--- src/rtl/i2c_target_regfile_if.sv ---
// I2C pad and host-side signals of the i2c_target_regfile block.
interface i2c_target_regfile_if #(
  parameter int unsigned PTR_W = 3
);
  logic             scl_i;
  logic             sda_i;
  logic             sda_oe;
  logic             wr_valid;
  logic [PTR_W-1:0] wr_addr;
  logic [7:0]       wr_data;
  logic [PTR_W-1:0] dbg_addr;
  logic [7:0]       dbg_rdata;
  logic             busy;

  modport slave (
    input  scl_i, sda_i, dbg_addr,
    output sda_oe, wr_valid, wr_addr, wr_data, dbg_rdata, busy
  );

  modport master (
    output scl_i, sda_i, dbg_addr,
    input  sda_oe, wr_valid, wr_addr, wr_data, dbg_rdata, busy
  );
endinterface

--- src/rtl/i2c_target_regfile.sv ---
// I2C target serving a byte-wide register file with auto-incrementing pointer, open-drain SDA.
// Optional 3-sample majority glitch filter on SCL/SDA: define I2C_TARGET_GLITCH_FILTER_EN.
module i2c_target_regfile #(
  parameter logic [6:0]  SLAVE_ADDR = 7'h50,
  parameter int unsigned DEPTH      = 8,
  parameter int unsigned PTR_W      = 3
) (
  input logic                 clk,
  input logic                 rst,
  i2c_target_regfile_if.slave bus
);
  localparam int unsigned CNT_W = 4;
  localparam logic [CNT_W-1:0] BYTE_BITS = CNT_W'(8);

  typedef enum logic [3:0] {
    IDLE,
    ADDR,
    ACK_ADDR,
    WR_PTR,
    WR_DATA,
    ACK_WR,
    RD_BYTE,
    RD_ACK,
    IGNORE
  } state_t;

  state_t state;
  state_t state_nxt;

  logic [1:0] scl_sync;
  logic [1:0] sda_sync;
  logic       scl_f;
  logic       sda_f;
  logic       scl_q;
  logic       sda_q;
  logic       scl_rise;
  logic       scl_fall;
  logic       sda_rise;
  logic       sda_fall;
  logic       start_det;
  logic       stop_det;

  logic [CNT_W-1:0] cnt;
  logic [CNT_W-1:0] cnt_nxt;
  logic [7:0]       shreg;
  logic [7:0]       shreg_nxt;
  logic [PTR_W-1:0] ptr;
  logic [PTR_W-1:0] ptr_nxt;
  logic [PTR_W-1:0] ptr_inc;
  logic             sda_oe_r;
  logic             sda_oe_nxt;
  logic             busy_r;
  logic             busy_nxt;
  logic             wr_valid_r;
  logic             wr_valid_nxt;
  logic [PTR_W-1:0] wr_addr_r;
  logic [PTR_W-1:0] wr_addr_nxt;
  logic [7:0]       wr_data_r;
  logic [7:0]       wr_data_nxt;
  logic             reg_we;
  logic             byte_done;
  logic             addr_match;

  logic [7:0] regs [DEPTH];

  // Two-flop synchronizers; idle bus level is high so reset to 1 to avoid false edges.
  always_ff @(posedge clk) begin
    if (rst) begin
      scl_sync <= 2'b11;
      sda_sync <= 2'b11;
    end else begin
      scl_sync <= {scl_sync[0], bus.scl_i};
      sda_sync <= {sda_sync[0], bus.sda_i};
    end
  end

`ifdef I2C_TARGET_GLITCH_FILTER_EN
  logic [1:0] scl_hist;
  logic [1:0] sda_hist;

  // Majority of the last three synced samples, registered: single-clk pulses never win.
  always_ff @(posedge clk) begin
    if (rst) begin
      scl_hist <= 2'b11;
      sda_hist <= 2'b11;
      scl_f    <= 1'b1;
      sda_f    <= 1'b1;
    end else begin
      scl_hist <= {scl_hist[0], scl_sync[1]};
      sda_hist <= {sda_hist[0], sda_sync[1]};
      scl_f    <= (scl_sync[1] & scl_hist[0]) | (scl_sync[1] & scl_hist[1]) |
                  (scl_hist[0] & scl_hist[1]);
      sda_f    <= (sda_sync[1] & sda_hist[0]) | (sda_sync[1] & sda_hist[1]) |
                  (sda_hist[0] & sda_hist[1]);
    end
  end
`else
  assign scl_f = scl_sync[1];
  assign sda_f = sda_sync[1];
`endif

  always_ff @(posedge clk) begin
    if (rst) begin
      scl_q <= 1'b1;
      sda_q <= 1'b1;
    end else begin
      scl_q <= scl_f;
      sda_q <= sda_f;
    end
  end

  assign scl_rise   = scl_f & ~scl_q;
  assign scl_fall   = ~scl_f & scl_q;
  assign sda_rise   = sda_f & ~sda_q;
  assign sda_fall   = ~sda_f & sda_q;
  assign start_det  = sda_fall & scl_f;
  assign stop_det   = sda_rise & scl_f;
  assign byte_done  = (cnt == BYTE_BITS);
  assign addr_match = (shreg[7:1] == SLAVE_ADDR);
  assign ptr_inc    = ptr + PTR_W'(1);

  // State register.
  always_ff @(posedge clk) begin
    if (rst) begin
      state <= IDLE;
    end else begin
      state <= state_nxt;
    end
  end

  // Next-state logic; bus conditions override byte handling.
  always_comb begin
    state_nxt = state;
    if (start_det) begin
      state_nxt = ADDR;
    end else if (stop_det) begin
      state_nxt = IDLE;
    end else begin
      case (state)
        ADDR: begin
          if (scl_fall && byte_done) begin
            state_nxt = addr_match ? ACK_ADDR : IGNORE;
          end
        end
        ACK_ADDR: begin
          if (scl_fall) begin
            state_nxt = shreg[0] ? RD_BYTE : WR_PTR;
          end
        end
        WR_PTR, WR_DATA: begin
          if (scl_fall && byte_done) begin
            state_nxt = ACK_WR;
          end
        end
        ACK_WR: begin
          if (scl_fall) begin
            state_nxt = WR_DATA;
          end
        end
        RD_BYTE: begin
          if (scl_fall && byte_done) begin
            state_nxt = RD_ACK;
          end
        end
        RD_ACK: begin
          if (scl_rise) begin
            state_nxt = sda_f ? IGNORE : RD_BYTE;
          end
        end
        default: state_nxt = state;
      endcase
    end
  end

  // Datapath and output next values; SDA drive only moves on an SCL fall.
  always_comb begin
    cnt_nxt      = cnt;
    shreg_nxt    = shreg;
    ptr_nxt      = ptr;
    sda_oe_nxt   = sda_oe_r;
    busy_nxt     = busy_r;
    wr_valid_nxt = 1'b0;
    wr_addr_nxt  = wr_addr_r;
    wr_data_nxt  = wr_data_r;
    reg_we       = 1'b0;
    if (start_det || stop_det) begin
      cnt_nxt    = '0;
      sda_oe_nxt = 1'b0;
      busy_nxt   = 1'b0;
    end else begin
      case (state)
        ADDR, WR_PTR, WR_DATA: begin
          if (scl_rise && !byte_done) begin
            shreg_nxt = {shreg[6:0], sda_f};
            cnt_nxt   = cnt + CNT_W'(1);
          end else if (scl_fall && byte_done) begin
            cnt_nxt = '0;
            if (state == ADDR) begin
              sda_oe_nxt = addr_match;
              busy_nxt   = addr_match;
            end else if (state == WR_PTR) begin
              ptr_nxt    = shreg[PTR_W-1:0];
              sda_oe_nxt = 1'b1;
            end else begin
              reg_we       = 1'b1;
              wr_valid_nxt = 1'b1;
              wr_addr_nxt  = ptr;
              wr_data_nxt  = shreg;
              ptr_nxt      = ptr_inc;
              sda_oe_nxt   = 1'b1;
            end
          end
        end
        ACK_ADDR: begin
          if (scl_fall) begin
            cnt_nxt = '0;
            if (shreg[0]) begin
              shreg_nxt  = regs[ptr];
              sda_oe_nxt = ~regs[ptr][7];
            end else begin
              sda_oe_nxt = 1'b0;
            end
          end
        end
        ACK_WR: begin
          if (scl_fall) begin
            cnt_nxt    = '0;
            sda_oe_nxt = 1'b0;
          end
        end
        RD_BYTE: begin
          if (scl_rise && !byte_done) begin
            cnt_nxt = cnt + CNT_W'(1);
          end else if (scl_fall) begin
            // cnt==0 only after a master ACK: first bit of the reloaded byte.
            if (cnt == '0) begin
              sda_oe_nxt = ~shreg[7];
            end else if (byte_done) begin
              sda_oe_nxt = 1'b0;
            end else begin
              shreg_nxt  = {shreg[6:0], 1'b0};
              sda_oe_nxt = ~shreg[6];
            end
          end
        end
        RD_ACK: begin
          if (scl_rise) begin
            ptr_nxt = ptr_inc;
            if (!sda_f) begin
              shreg_nxt = regs[ptr_inc];
              cnt_nxt   = '0;
            end else begin
              busy_nxt = 1'b0;
            end
          end
        end
        default: cnt_nxt = cnt;
      endcase
    end
  end

  always_ff @(posedge clk) begin
    if (rst) begin
      cnt        <= '0;
      shreg      <= '0;
      ptr        <= '0;
      sda_oe_r   <= 1'b0;
      busy_r     <= 1'b0;
      wr_valid_r <= 1'b0;
      wr_addr_r  <= '0;
      wr_data_r  <= '0;
      for (int unsigned i = 0; i < DEPTH; i++) begin
        regs[i] <= '0;
      end
    end else begin
      cnt        <= cnt_nxt;
      shreg      <= shreg_nxt;
      ptr        <= ptr_nxt;
      sda_oe_r   <= sda_oe_nxt;
      busy_r     <= busy_nxt;
      wr_valid_r <= wr_valid_nxt;
      wr_addr_r  <= wr_addr_nxt;
      wr_data_r  <= wr_data_nxt;
      if (reg_we) begin
        regs[ptr] <= shreg;
      end
    end
  end

  // SDA is released combinationally so a reset frees the bus in the cycle it is seen.
  assign bus.sda_oe    = sda_oe_r & ~rst;
  assign bus.busy      = busy_r;
  assign bus.wr_valid  = wr_valid_r;
  assign bus.wr_addr   = wr_addr_r;
  assign bus.wr_data   = wr_data_r;
  assign bus.dbg_rdata = regs[bus.dbg_addr];

endmodule

--- src/flat_wrapper.sv ---
// flat-port wrapper written by rule: the top's interface ports become plain ports
module i2c_target_regfile_flat 
#(
  parameter logic [6:0]  SLAVE_ADDR = 7'h50,
  parameter int unsigned DEPTH      = 8,
  parameter int unsigned PTR_W      = 3
)
  (clk, rst, bus_scl_i, bus_sda_i, bus_dbg_addr, bus_sda_oe, bus_wr_valid, bus_wr_addr, bus_wr_data, bus_dbg_rdata, bus_busy);
  i2c_target_regfile_if #(.PTR_W(PTR_W)) bus_i ();
  input logic clk;
  input logic rst;
  input wire logic [$bits(bus_i.scl_i)-1:0] bus_scl_i;
  input wire logic [$bits(bus_i.sda_i)-1:0] bus_sda_i;
  input wire logic [$bits(bus_i.dbg_addr)-1:0] bus_dbg_addr;
  output wire logic [$bits(bus_i.sda_oe)-1:0] bus_sda_oe;
  output wire logic [$bits(bus_i.wr_valid)-1:0] bus_wr_valid;
  output wire logic [$bits(bus_i.wr_addr)-1:0] bus_wr_addr;
  output wire logic [$bits(bus_i.wr_data)-1:0] bus_wr_data;
  output wire logic [$bits(bus_i.dbg_rdata)-1:0] bus_dbg_rdata;
  output wire logic [$bits(bus_i.busy)-1:0] bus_busy;
  assign bus_i.scl_i = bus_scl_i;
  assign bus_i.sda_i = bus_sda_i;
  assign bus_i.dbg_addr = bus_dbg_addr;
  assign bus_sda_oe = bus_i.sda_oe;
  assign bus_wr_valid = bus_i.wr_valid;
  assign bus_wr_addr = bus_i.wr_addr;
  assign bus_wr_data = bus_i.wr_data;
  assign bus_dbg_rdata = bus_i.dbg_rdata;
  assign bus_busy = bus_i.busy;
  i2c_target_regfile #(.SLAVE_ADDR(SLAVE_ADDR), .DEPTH(DEPTH), .PTR_W(PTR_W)) u_core (.clk(clk), .rst(rst), .bus(bus_i));
endmodule
--- config.mk ---
export PLATFORM = sky130hd
export DESIGN_NAME = i2c_target_regfile_flat
export DESIGN_NICKNAME = d
export VERILOG_FILES = /design/src/rtl/i2c_target_regfile_if.sv /design/src/rtl/i2c_target_regfile.sv /design/src/flat_wrapper.sv
export SDC_FILE = /design/constraint.sdc
export NUM_CORES = 1
export LEC_CHECK = 0
export CORE_ASPECT_RATIO = 1.4
export CORE_MARGIN = 1.5
export CORE_UTILIZATION = 58
export DETAILED_ROUTE_END_ITERATION = 16
export PLACE_DENSITY = 0.76
export SYNTH_ARGS = -nofsm -noshare
export SYNTH_HDL_FRONTEND = slang
export SYNTH_SLANG_ARGS = --single-unit
--- constraint.sdc ---
create_clock -name clk -period 6.5 [get_ports clk]
set_input_delay 0.65 -clock clk [delete_from_list [all_inputs] [get_ports clk]]
set_output_delay 0.65 -clock clk [all_outputs]
set_load 0.05 [all_outputs]
==> flow_summary.toml <==
[synthesis]
synth_largest_area_cell = "edfxtp_1"
ys_ff_latch = 106
synth_cell_types = 73
synth_edf_count = 64
yosysWarnings = 0
yosysSeqAreaShare_pct = 44.2
synth_flop_cell = "edfxtp_1"
netlist_area_sq_mm = 0.00624
yosys-top-cells-area = "edfxtp_1 (31%), mux4_2 (17%), dfxtp_1 (13%), and2_1 (5.3%), mux2_2 (4.1%)"
avgSynthCellArea_sq_um = 12.1
synth_nets = 524
synthDominantCellAreaShare_pct = 30.8
syn_inst = 514
async_flop_share_pct = 0

[setup_path]
regToRegEndpoint = "u_core.shreg[2]$_SDFFE_PP0P_"
worstRegToRegCells = 5
crit_type = "input pin to output port"
cp_max_fo = 16
cpMostUsedCell = "clkdlybuf4s50_1"
max_stage_delay_ns = 1.15
r2r_start = "u_core.ptr[0]$_SDFFE_PP0N_"
cp-end-kind = "output port"
setup.worst_path.start = "bus_dbg_addr[0]"
cp.required_ns = 5.85
r2r_slack_ns = 2.91
critPathSlowestCell = "clkdlybuf4s50_1"
worst_ep_arrival_time_ns = 3.40
cp-endpoint = "bus_dbg_rdata[5]"
crit_path_start_kind = "input pin"
crit_chain = "clkdlybuf4s50_1 > mux4_2 > mux2_2 > clkdlybuf4s50_1"

[place]
placed_cells = 641
port_buffers = 28
dp.final_hpwl_mm = 11.4
globalplace.congestion = 0.931

[floorplan]
io_pins = 29
initial_core_util_pct = 60.0
core-area_sq_mm = 0.0104
die_y_um = 126
die-width_um = 90.7
placementRows = 44
dieArea_sq_mm = 0.0114

[route]
firstDrtPassIters = 5
wl_per_cell_um = 23.7
wirelength_mm = 15.6
viasPerCell = 6.50
drc = 0
initialDrtViolationCount = 451
vias = 4271
ant_nets = 0

[global_routing]
grt_pass1_vias = 4211
antenna_found_initial = 0
grt_max_degree = 43
grt_pass1_wl_mm = 24.6
grt_remaining_overflow = 0
grt_util_all_layers_pct = 28.8

[cts]
cts_tree = "yes"
cts_sinks = 106
clock-root-buffer = "clkbuf_16"
cts_resized = 0
postCtsSetupBuffers = 0
hold_buffers = 0
htree_levels = 3
cts_buffer_depth = 2
clk_latency_ns = 0.35
path_clk_slew_ns = 0.08
numCtsBuffers = 9

[timing]
fin_skew_ns = 0.0106
fmax_mhz = 247
fin_crit_sh_pct = 62.3
worst_slew_pin_slew_ns = 1.11
slew_viol_final = 0
rsz0062_at_grt = "no"
setup_viol = 0
hold_viol_final = 0
fin_crit_ns = 4.05
finalSetupTns_ns = 0
slew_headroom_pct = 25.8

[layout]
drive_gt1_share_pct = 26.2
n_fill_cell = 781
fin_nets = 524
fin_cells = 657
num_antenna_cells = 0
area_growth_pct = 7.95

[power]
fin_total_pwr_w = 0.00146
power_frac_seq_pct = 53.8
peakVddDrop_uv = 139
p_switching_w = 0.000382
switching_share_pct = 26.2
p_int_w = 0.00108
pwr-share-clk_pct = 36.1
pwr-share-comb_pct = 10.1
p_leak_nw = 2.16
pwr_density_cell_mw_per_mm2 = 216

[job]
maxCapViolCount = 0

[status]
status = "finished clean"

[hold_path]
hold_start = "u_core.scl_sync[0]$_SDFF_PP1_"
hp-class = "flip-flop to flip-flop"
-- metal layers --
metal | vias to the layer above | GRT usage [%] | share of wire, %
li1 | 1949 | - | -
met1 | 2093 | 35.7 | 37
met2 | 187 | 48.9 | 52
met3 | 42 | 4.23 | 6.3
met4 | 0 | 14.8 | 4.8
met5 | - | 0 | 0
-- power groups by stage --
stage	registers (W)	clock network [W]	logic [W]
finish	0.000784	0.000526	0.000147
floorplan	0.000763	0	0.000130
detailed placement	0.000798	0	0.000147
CTS	0.000783	0.000530	0.000147
global placement	0.000798	0	0.000143
global route	0.000787	0.000556	0.000158
-- how the worst min path moves through the flow --
stage                                    endpoint  cells past startpoint  slack (ns)
floorplan           u_core.scl_sync[1]$_SDFF_PP1_                      1        0.39
global placement    u_core.sda_sync[1]$_SDFF_PP1_                      1        0.39
detailed placement  u_core.sda_sync[1]$_SDFF_PP1_                      1        0.40
CTS                 u_core.sda_sync[1]$_SDFF_PP1_                      1        0.42
global route        u_core.sda_sync[1]$_SDFF_PP1_                      1        0.43
finish              u_core.scl_sync[1]$_SDFF_PP1_                      1        0.42
-- cell type report --
cell class	count	area (sq um)	area share, %
well taps	138	173	2.56
clock inverters	6	53.8	0.798
repair buffers	29	288	4.27
clock buffers	10	229	3.40
inverters	6	22.5	0.334
multi-input cells	362	3210	47.7
flip-flops and latches	106	2760	41.0
-- cell families after synthesis --
group | synth area share, %
muxes | 21.9
xor gates and xnor gates | 0.541
buffers and inverters | 4.31
adders and majority gates | 0.601
and+or+nand+nor | 19.8
AOI/OAI and AO/OA | 8.56
DFF | 44.2
-- flip-flops by register name, indices dropped and copies added, names as in the netlist, 2 cells and up, named ones only --
signal and flops:
u_core.scl_sync 2, u_core.shreg 8, u_core.state 4, u_core.bus.wr_data 8, u_core.bus.wr_addr 3, u_core.cnt 4
u_core.sda_sync 2, u_core.regs 64, u_core.ptr 3
-- critical path, delay by kind of cell --
kind / cells / cell delay, ns
buffers and inverters: 2 / 1.85
multiplexers: 2 / 0.90
-- cell usage after synthesis, drive strengths merged, types with 3 or more instances --
library cell,count
or4,3
ha,3
nor2b,3
nor3,9
nor4,6
inv,6
a211oi,10
o21ai,12
nand2b,7
o211ai,3
nor2,31
dfxtp,42
a21oi,26
nand3,9
a222oi,6
mux2i,3
edfxtp,64
buf,13
mux4,48
clkbuf,26
or2,16
mux2,23
nand3b,3
a21o,3
nor4b,3
nand2,38
and2,64
-- stage by stage --
stage / util (%) / setup WS [ns] / cell area (sq um) / hold WS [ns]
after floorplan: - / 3.57 / 6240 / 0.389
after global placement: 62.1 / 2.48 / 6460 / 0.393
after detailed placement: 62.1 / 2.42 / 6460 / 0.397
after CTS: 64.8 / 2.41 / 6740 / 0.420
after global routing: 64.8 / 2.27 / 6740 / 0.432
final: 64.8 / 2.45 / 6740 / 0.417
-- cells in the final DEF, fill, tap and decap left out, drive strengths merged, types with 6 or more instances in the layout --
cell type / count
edfxtp: 64
and2: 64
mux4: 48
dfxtp: 42
nand2: 38
nor2: 31
clkdlybuf4s50: 28
a21oi: 26
mux2: 23
or2: 16
o21ai: 12
inv: 11
a211oi: 10
clkbuf: 10
nand3: 9
nor3: 9
nand2b: 7
a222oi: 6
nor4: 6
Note: power is estimated with default switching activity, not from simulation.
